`src/rtl/argmax_rows.sv`:
```
// argmax_rows
// Row-wise argmax over the final GCN class-score matrix. One row is pulled
// per handshake from the upstream product stage (read_row is the row
// address), the winning class index and score are stored per node, and
// each result is streamed out one cycle after its row was accepted.
module argmax_rows #(
  parameter int NUM_ROW    = 6,
  parameter int NUM_COL    = 3,
  parameter int DATA_WIDTH = 16,
  parameter bit SIGNED     = 1'b0,
  parameter int ROW_WIDTH  = ((NUM_ROW + 1) > 2) ? $clog2(NUM_ROW + 1) : 1,
  parameter int IDX_WIDTH  = (NUM_COL > 1) ? $clog2(NUM_COL) : 1
) (
  input  logic                             clk,
  input  logic                             reset_n,
  input  logic                             start,
  input  logic                             row_valid,
  input  logic [NUM_COL*DATA_WIDTH-1:0]    row_data,
  output logic                             row_ready,
  output logic [ROW_WIDTH-1:0]             read_row,
  output logic                             res_valid,
  output logic [ROW_WIDTH-1:0]             res_row,
  output logic [IDX_WIDTH-1:0]             res_idx,
  output logic [DATA_WIDTH-1:0]            res_val,
  output logic [NUM_ROW*IDX_WIDTH-1:0]     max_idx,
  output logic [NUM_ROW*DATA_WIDTH-1:0]    max_val,
  output logic                             busy,
  output logic                             done
);

  localparam logic [1:0] S_IDLE = 2'd0;
  localparam logic [1:0] S_RUN  = 2'd1;
  localparam logic [1:0] S_DONE = 2'd2;

  logic [1:0]            r_state;
  logic [ROW_WIDTH-1:0]  r_readRow;
  logic                  r_resValid;
  logic [ROW_WIDTH-1:0]  r_resRow;
  logic [IDX_WIDTH-1:0]  r_resIdx;
  logic [DATA_WIDTH-1:0] r_resVal;
  logic                  r_busy;
  logic                  r_done;
  logic [IDX_WIDTH-1:0]  r_maxIdx [NUM_ROW];
  logic [DATA_WIDTH-1:0] r_maxVal [NUM_ROW];

  logic [DATA_WIDTH-1:0] w_col [NUM_COL];
  logic [IDX_WIDTH-1:0]  w_bestIdx;
  logic [DATA_WIDTH-1:0] w_bestVal;
  logic                  w_run;
  logic                  w_accept;
  logic                  w_startFrame;
  logic                  w_lastRow;

  // Scores are compared either as two's complement or as unsigned values.
  function automatic logic isGreater(input logic [DATA_WIDTH-1:0] a,
                                     input logic [DATA_WIDTH-1:0] b);
    if (SIGNED) begin
      return $signed(a) > $signed(b);
    end
    return a > b;
  endfunction

  genvar gc;
  generate
    for (gc = 0; gc < NUM_COL; gc++) begin : g_col
      assign w_col[gc] = row_data[gc*DATA_WIDTH +: DATA_WIDTH];
    end
  endgenerate

  assign w_run        = (r_state == S_RUN);
  assign row_ready    = w_run;
  assign w_accept     = w_run && row_valid;
  // A start is only honoured outside a frame, and it wins over row_valid.
  assign w_startFrame = start && !w_run;
  assign w_lastRow    = (r_readRow == ROW_WIDTH'(NUM_ROW - 1));

  // Scan columns left to right; a strictly greater score is needed to
  // replace the current best, so equal maxima keep the lowest column.
  always_comb begin
    w_bestIdx = '0;
    w_bestVal = w_col[0];
    for (int c = 1; c < NUM_COL; c++) begin
      if (isGreater(w_col[c], w_bestVal)) begin
        w_bestIdx = IDX_WIDTH'(c);
        w_bestVal = w_col[c];
      end
    end
  end

  // Frame control: state, row counter, streamed result and status flags.
  always_ff @(posedge clk or negedge reset_n) begin
    if (!reset_n) begin
      r_state    <= S_IDLE;
      r_readRow  <= '0;
      r_resValid <= 1'b0;
      r_resRow   <= '0;
      r_resIdx   <= '0;
      r_resVal   <= '0;
      r_busy     <= 1'b0;
      r_done     <= 1'b0;
    end else begin
      r_resValid <= 1'b0;
      case (r_state)
        S_IDLE, S_DONE: begin
          if (start) begin
            r_state   <= S_RUN;
            r_readRow <= '0;
            r_busy    <= 1'b1;
            r_done    <= 1'b0;
          end
        end
        S_RUN: begin
          if (w_accept) begin
            r_resValid <= 1'b1;
            r_resRow   <= r_readRow;
            r_resIdx   <= w_bestIdx;
            r_resVal   <= w_bestVal;
            r_readRow  <= r_readRow + ROW_WIDTH'(1);
            if (w_lastRow) begin
              r_state <= S_DONE;
              r_busy  <= 1'b0;
              r_done  <= 1'b1;
            end
          end
        end
        default: begin
          r_state <= S_IDLE;
          r_busy  <= 1'b0;
          r_done  <= 1'b0;
        end
      endcase
    end
  end

  // Per-row result storage: cleared by a new frame, written on each accept.
  always_ff @(posedge clk or negedge reset_n) begin
    if (!reset_n) begin
      for (int r = 0; r < NUM_ROW; r++) begin
        r_maxIdx[r] <= '0;
        r_maxVal[r] <= '0;
      end
    end else if (w_startFrame) begin
      for (int r = 0; r < NUM_ROW; r++) begin
        r_maxIdx[r] <= '0;
        r_maxVal[r] <= '0;
      end
    end else if (w_accept) begin
      for (int r = 0; r < NUM_ROW; r++) begin
        if (r_readRow == ROW_WIDTH'(r)) begin
          r_maxIdx[r] <= w_bestIdx;
          r_maxVal[r] <= w_bestVal;
        end
      end
    end
  end

  genvar gr;
  generate
    for (gr = 0; gr < NUM_ROW; gr++) begin : g_pack
      assign max_idx[gr*IDX_WIDTH +: IDX_WIDTH]   = r_maxIdx[gr];
      assign max_val[gr*DATA_WIDTH +: DATA_WIDTH] = r_maxVal[gr];
    end
  endgenerate

  assign read_row  = r_readRow;
  assign res_valid = r_resValid;
  assign res_row   = r_resRow;
  assign res_idx   = r_resIdx;
  assign res_val   = r_resVal;
  assign busy      = r_busy;
  assign done      = r_done;

endmodule
```
`config.mk`:
```
export PLATFORM = sky130hd
export DESIGN_NAME = argmax_rows
export DESIGN_NICKNAME = d
export VERILOG_FILES = /design/src/rtl/argmax_rows.sv
export SDC_FILE = /design/constraint.sdc
export NUM_CORES = 1
export LEC_CHECK = 0
export ABC_AREA = 1
export BUFFER_PORTS_ARGS = -buffer_cell sky130_fd_sc_hd__buf_2
export CAP_MARGIN = 20
export CORE_MARGIN = 5
export CORE_UTILIZATION = 58
export DETAILED_ROUTE_END_ITERATION = 10
export HOLD_SLACK_MARGIN = 0.02
export PLACE_DENSITY = 0.89
export SYNTH_ARGS = -nofsm -noshare
export SYNTH_HDL_FRONTEND = slang
export SYNTH_SLANG_ARGS = --single-unit
```
`constraint.sdc`:
```
create_clock -name clk -period 4.51 [get_ports clk]
set_input_delay 1.1275 -clock clk [delete_from_list [all_inputs] [get_ports clk]]
set_output_delay 1.1275 -clock clk [all_outputs]
set_load 0.005 [all_outputs]
```
# Word level (Yosys, flattened, before mapping)
# Cells that the tools add are included.
# op_classes
muxes	37
eq_ne	10
n_lt_le_gt_ge	2
addsub	1
reduce_logical	23
# op_table
cell	n
two-way mux 96 bit	2
two-way mux 16 bit	8
> comparator 16 bit	2
two-way mux 12 bit	2
two-way mux 2 bit	10
nonzero test 2 bit	8
AND reduction 2 bit	7
two-way mux 1 bit	9
== test 3 x 2 -> 1 bit, second input constant	2
== test 3 bit, second input constant	2
two-way mux 3 bit	2
one-hot mux 3 bit (2 select lines)	1
AND reduction 3 bit	2
!= test 2 x 1 -> 1 bit, second input constant	2
one-hot mux 1 bit (2 select lines)	2
one-hot mux 2 bit (2 select lines)	1
adder 3 x 1 -> 3 bit, second input constant	1
== test 3 x 1 -> 1 bit, second input constant	1
zero test 3 bit	1
== test 2 x 1 -> 1 bit, second input constant	1
== test 2 bit, second input constant	1
logical AND 1 bit	2
zero test 2 bit	1
!= test 2 bit, second input constant	1
2 further kinds	2
# word_totals
output_inout_bits	136
in_bits	52
regBits	137

# Longest topological paths before layout
# logic_depth
ltp_word	7
ltp_mapped	29
mapped_depth_nobuf	28

# Worst setup path after synthesis
# OpenSTA, ideal clock, no wires.
# synth_timing
path_type	input -> register
from	in row_data[15]
to	reg r_maxVal, in the netlist max_val[0]
arrival_ns	3.806
path_slack_ns	0.585
stages	21
cell_sequence	inv_1 ha_1 nand2_1 o21ai_0 a21oi_1 nand2_4 nand2_4 buf_6 nand2_2 and2_1 ha_1 a21oi_1 o21ai_0 nor2_1 nand2_1 nand2_1 buf_6 buf_8 nand3_4 nand4_1 nand2_1
# synth_via
elab_chain_cells	7
# synth_lines
item	line_no	text
start, declared	18	input logic [NUM_COL*DATA_WIDTH-1:0] row_data,
> comparator 16 bit	60	return a > b;
two-way mux 16 bit *	83	if (isGreater(w_col[c], w_bestVal)) begin
> comparator 16 bit	60	
two-way mux 16 bit *	83	
two-way mux 16 bit *	149	if (r_readRow == ROW_WIDTH'(r)) begin
two-way mux 96 bit *	147	end else if (w_accept) begin
two-way mux 96 bit *	142	end else if (w_startFrame) begin
end signal, assigned by index	151	r_maxVal[r] <= w_bestVal;
end, declared	44	logic [DATA_WIDTH-1:0] r_maxVal [NUM_ROW];
# Every way passes the cells marked *; elsewhere a longest branch is shown, timed or not. The select of a mux whose other input is x is not followed.
# A chain may end at the register's enable or synchronous reset.

# Worst setup path in the final report
# layout_timing
from	in row_data[7]
to	reg r_maxVal, in the netlist max_val[7]
# The elaborated chain is that of the path after synthesis.

==> impl_metrics.py <==
metrics = {
    "worst_setup_path": {
        "critPathMostFrequentCell": "nand2_1",
        "critPathMaxStageDelay_ps": 340,
        "arrival_ps": 4470,
        "slowest_stage": "nand2_1",
        "ff2ff_path_depth": 10,
        "critPathMaxFanout": 17,
        "cp_cell_sequence": "buf_2 -> inv_1 -> ha_1 -> nand2_1 -> nor2_2 -> nand2_1 -> nand2_1 -> nand2_1 -> nand2_4 -> buf_12 -> nand3_1 -> and2_1 -> ha_1 -> nand2_1 -> inv_2 -> nand3_1 -> nor2_1 -> nand2_1 -> nand2_1 -> nand2_1 -> inv_2 -> nand2_1 -> nand4_1 -> nand2_1",
        "crit_required_ps": 4800,
        "worst_setup_path_start_kind": "input port",
        "endpoint_kind": "flop",
        "path_class": "input port to flop",
    },
    "sta": {
        "finalSetupViolCount": 0,
        "finalCriticalPeriod_ps": 4170,
        "clock_skew_ps": 8.53,
        "worst_pin_slew_ps": 918,
        "timing.fmax_ghz": 0.240,
        "slew_viol_final": 0,
        "grt_setup_unrepaired": "no",
        "setup_tns_ps": 0,
        "hold_viol": 0,
        "finalCritPeriodShare": 0.925,
        "max-slew-margin-rel": 0.388,
    },
    "synth": {
        "synthCells": 824,
        "yosysSeqAreaShare": 0.475,
        "syn-cell-area_um2": 7160,
        "synth_top_area_cell": "dfrtp_1",
        "async_reset_ff_frac": 1.00,
        "ys_ff_latch": 136,
        "synthAdderAreaFrac": 0.0647,
        "synth_cell_types": 34,
        "synth-edff-count": 0,
        "ys_warn_count": 0,
        "synth_top_area_frac": 0.475,
        "synthMuxAreaShare": 0,
        "postSynthAreaPerCell_um2": 8.69,
        "ys.flop_type": "dfrtp_1",
        "synthTopCellsByArea": "dfrtp_1 48%, nand2_1 17%, nand4_1 8.6%",
        "synth_compound_area_frac": 0.0294,
        "syn-num-nets": 913,
        "synth_top_family_by_area": "simple AND/OR/NAND/NOR gates",
        "synth_xor_area_frac": 0,
        "synth-simple-area-share": 0.367,
    },
    "worst_hold_path": {
        "min_path_type": "flop to flop",
        "whs_path_depth": 2,
    },
    "route": {
        "drc": 0,
        "via_per_inst": 5.71,
        "drtIter0Drc": 653,
        "ant_nets": 0,
        "firstDrtPassIters": 6,
        "vias": 6763,
        "wl_per_cell_um": 18.1,
        "drt_wl_total_um": 21400,
    },
    "place": {
        "placed_cells": 1153,
        "gp_congestion": 0.948,
        "port_buffers": 187,
        "dp_hpwl_um": 15100,
    },
    "clock_tree": {
        "cts_sinks": 136,
        "htree_levels": 4,
        "cts_tree": "built",
        "post_cts_resized": 0,
        "clk_latency_ps": 410,
        "cts-root-buf": "clkbuf_16",
        "cts_hold_buffers": 0,
        "clock_path_buffers": 2,
        "cts-buffers-inserted": 17,
        "clk_pin_slew_ps": 60,
        "cts_setup_buffers": 0,
    },
    "grt": {
        "grt_max_degree": 92,
        "antenna_found_initial": 1,
        "overflow": 0,
        "grtUsageTotal": 0.293,
        "grt_pass1_vias": 6668,
        "grt_pass1_wl_um": 33700,
    },
    "finish": {
        "fillers": 924,
        "drive_gt1_frac": 0.279,
        "area_delta_synth_final_pct": 22.4,
        "finalNetCount": 1093,
        "diodes": 0,
        "fin_cells": 1185,
    },
    "run": {
        "maxCapViolCount": 0,
    },
    "floorplanning": {
        "fp-row-count": 40,
        "die_x_um": 121,
        "core_area_um2": 12100,
        "ios": 188,
        "die_area_um2": 14700,
        "initial_utilization": 0.594,
        "die_h_um": 121,
    },
    "pwr": {
        "intPower_mw": 3.45,
        "peakVddDrop_mv": 0.486,
        "p_comb_frac": 0.396,
        "power_frac_seq": 0.364,
        "p_switching_mw": 2.35,
        "pwr_density_cell_nw_per_um2": 662,
        "p_sw_frac": 0.405,
        "clockPowerShare": 0.240,
        "p_leak_nw": 4.93,
    },
    "run_status": {
        "status": "complete, no violations",
    },
}
## final cells by class
cell class | instances | area, um^2 | area share
Inverter | 59 | 221 | 0.0253
Tap cell | 168 | 210 | 0.0240
Clock buffer | 20 | 457 | 0.0521
Sequential cell | 136 | 3400 | 0.388
Clock inverter | 12 | 141 | 0.0161
Multi-Input combinational cell | 593 | 3300 | 0.377
Timing Repair Buffer | 197 | 1030 | 0.117
## power by group through the flow
stage	clock [mW]	sequential, mW	combinational (mW)
4_1_cts	1.40	2.09	2.30
3_5_place_dp	0	2.10	2.26
5_1_grt	1.45	2.16	2.55
3_3_place_gp	0	2.10	2.18
2_1_floorplan	0	2.10	1.28
6_report	1.39	2.11	2.30
## per-stage QoR
| step | setup WS, ps | utilization | total power, mW | cell area [um^2] | hold slack (ps) |
|---|---|---|---|---|---|
| finish | 338 | 0.727 | 5.80 | 8770 | 475 |
| global route | 103 | 0.727 | 6.15 | 8770 | 488 |
| CTS | 423 | 0.727 | 5.79 | 8770 | 477 |
| detailed placement | 34.4 | 0.677 | 4.36 | 8170 | 461 |
| global placement | 154 | 0.677 | 4.27 | 8170 | 451 |
| floorplan | 585 | - | 3.38 | 7160 | 465 |
## flip-flops by register name (all words and copies together), names as in the netlist, 2 cells and up
signal and cells:
res_row 3, res_idx 2, r_state 2, read_row 3
max_idx 12, max_val 96, res_val 16
## synth_stat cells, types with 3 or more instances
master / count
nand2_1: 316
dfrtp_1: 136
nand4_1: 99
inv_1: 47
ha_1: 37
nand3_1: 32
buf_2: 17
and2_1: 15
a21oi_1: 14
nand3_4: 13
nor2_1: 13
inv_2: 12
nand2_2: 11
o21ai_0: 10
nand3_2: 9
buf_4: 7
o21ai_1: 7
buf_6: 5
clkbuf_1: 5
nand2_4: 3
nor2_4: 3
## cell families (layout without fill, tap and decap cells)
| family | after synthesis | after routing |
|---|---|---|
| AND/OR/NAND/NOR | 519 | 519 |
| flip-flops | 136 | 136 |
| buffers and inverters | 95 | 288 |
| adder cells (fa/ha/maj) | 37 | 37 |
| AO/OA/AOI/OAI | 37 | 37 |
## critical path, delay by kind of cell
kind | cells | cell delay [ps]
adders and majority gates | 2 | 560
and+or+nand+nor | 17 | 2170
buffers and inverters | 5 | 590
## cell usage in the layout, fill, tap and decap left out, types with 7 or more instances in the layout
cell       instances
a21oi_1           14
and2_1            15
buf_2            186
buf_4              9
clkbuf_16         17
dfrtp_1          136
ha_1              37
inv_1             47
inv_2             12
nand2_1          316
nand2_2           11
nand3_1           32
nand3_2            9
nand3_4           13
nand4_1           99
nor2_1            13
o21ai_0           10
o21ai_1            7
## final timing paths
kind,startpoint,end,slack [ps]
worst max-delay path,row_data[7],max_val[7],340
worst min-delay path,res_val[6],res_val[6],470
worst max register to register,r_state[1],max_val[7],1760
worst min register to register,res_val[6],res_val[6],470
max in group asynchronous,reset_n,res_val[0],2830
min in group asynchronous,reset_n,max_val[25],710
## routing by layer
| metal | part of all wire | track usage | vias to the layer above | routed length (um) |
|---|---|---|---|---|
| met2 | 0.50 | 0.492 | 385 | 10700 |
| met5 | 0.00061 | 0 | - | 13 |
| met1 | 0.38 | 0.364 | 3218 | 8070 |
| met3 | 0.092 | 0.0704 | 56 | 1970 |
| met4 | 0.032 | 0.115 | 2 | 686 |
| li1 | - | - | 3102 | - |
No activity file was read; power rests on OpenSTA's default activity.
